`config.mk`:
```
export PLATFORM = sky130hd
export DESIGN_NAME = uart_result_formatter
export DESIGN_NICKNAME = d
export VERILOG_FILES = /design/src/rtl/uart_result_formatter.sv
export SDC_FILE = /design/constraint.sdc
export NUM_CORES = 1
export LEC_CHECK = 0
export BUFFER_PORTS_ARGS = -buffer_cell sky130_fd_sc_hd__buf_2
export CORE_ASPECT_RATIO = 1.75
export CORE_MARGIN = 2
export CORE_UTILIZATION = 45
export CTS_CLUSTER_DIAMETER = 150
export DETAILED_ROUTE_END_ITERATION = 8
export SLEW_MARGIN = 30
export SYNTH_ARGS = -nofsm -noshare
export SYNTH_HDL_FRONTEND = slang
export SYNTH_SLANG_ARGS = --single-unit
```
`constraint.sdc`:
```
create_clock -name clk_100MHz -period 3.6 [get_ports clk_100MHz]
set_input_delay 0.72 -clock clk_100MHz [delete_from_list [all_inputs] [get_ports clk_100MHz]]
set_output_delay 0.72 -clock clk_100MHz [all_outputs]
set_load 0.005 [all_outputs]
```
`src/rtl/uart_result_formatter.sv`:
```
// Converts a binary result to unsigned decimal ASCII (sequential double-dabble) and
// streams the characters into a UART TX FIFO. Define UART_FMT_CRLF_EN to append CR LF.
module uart_result_formatter #(
  parameter int DATA_WIDTH = 8,
  parameter int DIGITS     = 3
) (
  input  logic                  clk_100MHz,
  input  logic                  reset_n,
  input  logic                  start,
  input  logic [DATA_WIDTH-1:0] value,
  input  logic                  tx_full,
  output logic                  write_uart,
  output logic [7:0]            write_data,
  output logic                  busy,
  output logic                  done
);

  localparam int BCD_W = 4 * DIGITS;
  localparam int CNT_W = $clog2(DATA_WIDTH + 1);
  localparam int DIG_W = (DIGITS > 1) ? $clog2(DIGITS) : 1;

  typedef enum logic [2:0] {
    S_IDLE,
    S_CONVERT,
    S_SEND,
    S_GAP,
    S_DONE
  } state_t;

  state_t                r_state, w_state_n;
  logic [DATA_WIDTH-1:0] r_shift, w_shift_n;
  logic [BCD_W-1:0]      r_bcd, w_bcd_n, w_bcd_adj;
  logic [CNT_W-1:0]      r_cnt, w_cnt_n;
  logic [DIG_W-1:0]      r_dig, w_dig_n, w_first;
  logic [3:0]            w_nib;
  logic [7:0]            w_char;
  logic                  r_write, w_write_n;
  logic [7:0]            r_data, w_data_n;
  logic                  r_busy, w_busy_n;
  logic                  r_done, w_done_n;
`ifdef UART_FMT_CRLF_EN
  // 0: digits, 1: CR, 2: LF
  logic [1:0]            r_tail, w_tail_n;
`endif

  // Per-digit +3 adjust, most significant non-zero digit, and the digit at r_dig.
  always_comb begin
    w_bcd_adj = '0;
    w_first   = '0;
    w_nib     = '0;
    for (int unsigned i = 0; i < DIGITS; i++) begin
      w_bcd_adj[4*i +: 4] = (r_bcd[4*i +: 4] >= 4'd5) ? r_bcd[4*i +: 4] + 4'd3
                                                      : r_bcd[4*i +: 4];
      if (r_bcd[4*i +: 4] != 4'd0) w_first = DIG_W'(i);
      if (DIG_W'(i) == r_dig)      w_nib   = r_bcd[4*i +: 4];
    end
  end

  always_comb begin
    w_char = 8'h30 + {4'h0, w_nib};
`ifdef UART_FMT_CRLF_EN
    if (r_tail == 2'd1) w_char = 8'h0D;
    if (r_tail == 2'd2) w_char = 8'h0A;
`endif
  end

  always_comb begin
    w_state_n = r_state;
    w_shift_n = r_shift;
    w_bcd_n   = r_bcd;
    w_cnt_n   = r_cnt;
    w_dig_n   = r_dig;
    w_write_n = 1'b0;
    w_data_n  = r_data;
    w_done_n  = 1'b0;
`ifdef UART_FMT_CRLF_EN
    w_tail_n  = r_tail;
`endif
    case (r_state)
      S_IDLE: begin
        if (start) begin
          w_shift_n = value;
          w_bcd_n   = '0;
          w_cnt_n   = '0;
          w_dig_n   = '0;
`ifdef UART_FMT_CRLF_EN
          w_tail_n  = 2'd0;
`endif
          w_state_n = S_CONVERT;
        end
      end
      S_CONVERT: begin
        // DATA_WIDTH shift cycles, then one cycle to pick the first digit from settled BCD.
        if (r_cnt == CNT_W'(DATA_WIDTH)) begin
          w_dig_n   = w_first;
          w_state_n = S_SEND;
        end else begin
          {w_bcd_n, w_shift_n} = {w_bcd_adj, r_shift} << 1;
          w_cnt_n = r_cnt + 1'b1;
        end
      end
      S_SEND: begin
        if (!tx_full) begin
          w_write_n = 1'b1;
          w_data_n  = w_char;
          w_state_n = S_GAP;
        end
      end
      S_GAP: begin
        w_state_n = S_DONE;
        if (r_dig != '0) begin
          w_dig_n   = r_dig - 1'b1;
          w_state_n = S_SEND;
        end
`ifdef UART_FMT_CRLF_EN
        else if (r_tail != 2'd2) begin
          w_tail_n  = r_tail + 2'd1;
          w_state_n = S_SEND;
        end
`endif
      end
      S_DONE: begin
        w_done_n  = 1'b1;
        w_state_n = S_IDLE;
      end
      default: w_state_n = S_IDLE;
    endcase
    w_busy_n = (w_state_n != S_IDLE);
  end

  always_ff @(posedge clk_100MHz or negedge reset_n) begin
    if (!reset_n) begin
      r_state <= S_IDLE;
      r_shift <= '0;
      r_bcd   <= '0;
      r_cnt   <= '0;
      r_dig   <= '0;
      r_write <= 1'b0;
      r_data  <= '0;
      r_busy  <= 1'b0;
      r_done  <= 1'b0;
`ifdef UART_FMT_CRLF_EN
      r_tail  <= '0;
`endif
    end else begin
      r_state <= w_state_n;
      r_shift <= w_shift_n;
      r_bcd   <= w_bcd_n;
      r_cnt   <= w_cnt_n;
      r_dig   <= w_dig_n;
      r_write <= w_write_n;
      r_data  <= w_data_n;
      r_busy  <= w_busy_n;
      r_done  <= w_done_n;
`ifdef UART_FMT_CRLF_EN
      r_tail  <= w_tail_n;
`endif
    end
  end

  assign write_uart = r_write;
  assign write_data = r_data;
  assign busy       = r_busy;
  assign done       = r_done;

endmodule
```
==> PnR_summary.wiki <==
{| class="wikitable"
! Metric !! Value
|-
| Number of antenna violations at the first check in global routing || 0
|-
| Synthesized flop and latch total || 37
|-
| Worst Setup End Kind || flip-flop
|-
| Top cells by area in the synthesized netlist || sky130_fd_sc_hd__dfrtp_1 45%, sky130_fd_sc_hd__ha_1 6.7%, sky130_fd_sc_hd__nand2_1 4.4%, sky130_fd_sc_hd__mux2_2 3.8%, sky130_fd_sc_hd__o21ai_0 2.9%
|-
| Crit path largest cell delay || around 0.58 ns
|-
| Netlist Area Pre-Place || roughly 2100 µm²
|-
| Pin count of the biggest net entering global routing || 38
|-
| Number of standard-cell rows in the floorplan || 32
|-
| Cells resized by post-CTS repair || 0
|-
| Leakage power total || 1.03 nW
|-
| Status || completed
|-
| Clock Path Buffers || 2
|-
| Headroom to the max-slew limit || 0.454
|-
| Sum of negative setup slack || 0 ns
|-
| Tmin final || 2.18 ns
|-
| Dpl hpwl || roughly 3.3 mm
|-
| Max-cap violations || 0
|-
| First DRT Iteration DRCs || 32
|-
| Total Routing Usage GR || 0.193
|-
| Power Total || about 2.2 mW
|-
| Die Area || 5160 µm²
|-
| Detailed-route wire length per cell || about 16 µm
|-
| Yosys warning total || 0
|-
| CTS root buf || sky130_fd_sc_hd__clkbuf_8
|-
| Number of hold-slack violations in the final timing report || 0
|-
| Required time of the critical path || roughly 3.8 ns
|-
| Fraction of the cycle the final worst path needs || 0.604
|-
| Weighted congestion at the end of routability-driven global placement || ~0.77
|-
| Top-Level Pins || 23
|-
| Type of the worst min-delay path || flip-flop to flip-flop
|-
| Number of enable-type register cells in the synthesized netlist || 0
|-
| Ordered list of cells on the worst path || or3b_1 -> o21ai_4 -> o31ai_1 -> a32o_1
|-
| Synthesis-to-layout area growth || 9.58%
|-
| Share of post-route cells with drive strength above 1 || 0.204
|-
| Overall die height || 93.6 µm
|-
| H-tree depth reported by CTS || 2
|-
| TritonCTS buffer count || 5
|-
| Slew at the pin closest to its max-slew limit || about 0.82 ns
|-
| Iteration count of the initial detailed-routing pass || 4
|-
| Library cells used by synthesis || 45
|-
| Number of diodes added for antenna fixing || 0
|-
| Area share of the leading cell type in the synthesized netlist || 0.449
|-
| Maximum fanout encountered on the critical timing path || 18
|-
| DIE WIDTH || approximately 55 µm
|-
| Worst clock skew on the final layout || around 0.011 ns
|-
| Main flop type after synthesis || sky130_fd_sc_hd__dfrtp_1
|-
| Arrival time worst endpoint || around 2.4 ns
|-
| Multi-input gate area || 1010 µm²
|-
| R2r setup slk || about 1.4 ns
|-
| Placeable Area || ~4400 µm²
|-
| Count of vias placed by the detailed router || roughly 1500
|-
| Wire length of the first global-routing pass || 7.24 mm
|-
| Clock tree from TritonCTS || yes
|-
| Highest Clock Rate || approximately 460 MHz
|-
| PortBufs || 20
|-
| Cell count after synthesis || a little over 200
|-
| CTS clk-pin slew, worst paths || around 0.080 ns
|-
| Cell taking the most area after synthesis || sky130_fd_sc_hd__dfrtp_1
|-
| Clock latency on the worst-skew pair || approximately 0.29 ns
|-
| # Post-CTS Setup Buffers || 0
|-
| Wire length after detailed routing || 4.36 mm
|-
| RSZ-0062 raised after global routing || false
|-
| Peak supply drop || a little under 500 µV
|-
| Most repeated cell in the gate-level netlist after synthesis || sky130_fd_sc_hd__dfrtp_1
|-
| Number of global-route vias before repair || between 1500 and 2000
|-
| Proportion of synthesized flip-flops having asynchronous set or reset || 1.00
|-
| # fillers || about 420
|-
| Final Net Count || ~240
|-
| Clock tree sinks || 37
|-
| Global route overflow || 0
|-
| Initial core utilization || 0.468
|-
| Most instantiated cells after synthesis || 37 x sky130_fd_sc_hd__dfrtp_1, 24 x sky130_fd_sc_hd__nand2_1, 12 x sky130_fd_sc_hd__o21ai_0
|-
| Residual DRC || 0
|-
| Category of the most critical setup path || flip-flop to flip-flop
|-
| Final-report setup violation count || 0
|-
| Seq/Total Area, Yosys || 0.449
|-
| Via count normalized by instance count || 5.63
|-
| Power per Cell Area || about 950 nW/µm²
|-
| Pins over their slew limit || 0
|-
| Crit-path slowest cell || sky130_fd_sc_hd__dfrtp_1
|-
| Remaining number of nets flagged by the antenna check after routing || 0
|-
| Startpoint class of the critical path || flip-flop
|-
| Reg area || about 900 µm²
|-
| CTS Hold Buffers Added || 0
|-
| Average size of a mapped cell || between 10 and 15 µm²
|}
[final timing paths]
check / cells after the start / startpoint / to
worst min register to register: 1 / write_data[4] / write_data[4]
max in group asynchronous: 1 / reset_n / write_uart
worst min-delay path: 1 / write_data[4] / write_data[4]
min in group asynchronous: 1 / reset_n / r_shift[7]
worst max register to register: 4 / r_state[0] / r_bcd[3]
worst max-delay path: 4 / r_state[0] / r_bcd[3]
[critical path, delay by kind of cell, from the launching register on]
kind / cells / cell delay, ns
compound gates: 3 / 0.89
flops: 1 / 0.58
simple gates: 1 / 0.57
[layer usage]
| metal | global-route usage | up-vias | share of wire |
|---|---|---|---|
| met4 | 0.0915 | 0 | 0.030 |
| met2 | 0.347 | 25 | 0.56 |
| met3 | 0.0351 | 10 | 0.029 |
| li1 | - | 742 | - |
| met5 | 0 | - | 0 |
| met1 | 0.202 | 755 | 0.38 |
[area by class of cell]
| type | instances | area share |
|---|---|---|
| multi-input cells | 144 | 0.445 |
| flip-flops and latches | 37 | 0.410 |
| repair buffers | 21 | 0.0476 |
| clock buffers | 7 | 0.0382 |
| well taps | 51 | 0.0282 |
| inverters | 11 | 0.0183 |
| clock inverters | 1 | 0.0133 |
[cells in the final DEF (no fill, tap or decap), drive strengths merged, types with 3 or more instances in the layout]
cell	count
nand2b	5
mux2	7
inv	11
buf	21
o21ai	14
nor2	12
xor2	4
a32o	4
ha	11
nand3	7
a31oi	7
o31ai	6
xnor2	3
nand2	24
and3b	3
nor2b	4
dfrtp	37
a21oi	9
clkbuf	7
[flip-flops by register name, summed over array words and instances (netlist names)]
register,flops
busy,1
done,1
r_bcd,12
r_cnt,4
r_dig,2
r_shift,8
r_state,3
write_data,5
write_uart,1
[per-stage QoR]
stage	setup slack, ns	hold slack [ns]	instances	cell area [µm²]	utilization
floorplan	1.76	0.424	203	2070	-
global placement	1.51	0.464	264	2140	0.487
detailed placement	1.46	0.473	264	2140	0.487
CTS	1.43	0.491	272	2260	0.513
global route	1.29	0.519	272	2260	0.513
finish	1.42	0.486	272	2260	0.513
[logic make-up after synthesis]
logic type	Yosys count	share of synthesized area
flops	37	0.449
other cells	1	0.00182
xor+xnor	7	0.0297
mux	8	0.0431
compound gates	47	0.158
simple gates	69	0.186
buf+inv	22	0.0655
fa+ha+maj	11	0.0667
[power by group]
part	total, mW	leakage [nW]	internal [mW]	switching (mW)
Sequential	0.759	0.472	0.585	0.174
Clock	0.375	0.0585	0.226	0.149
Combinational	1.02	0.496	0.427	0.592
(Power assumes the default switching activity.)
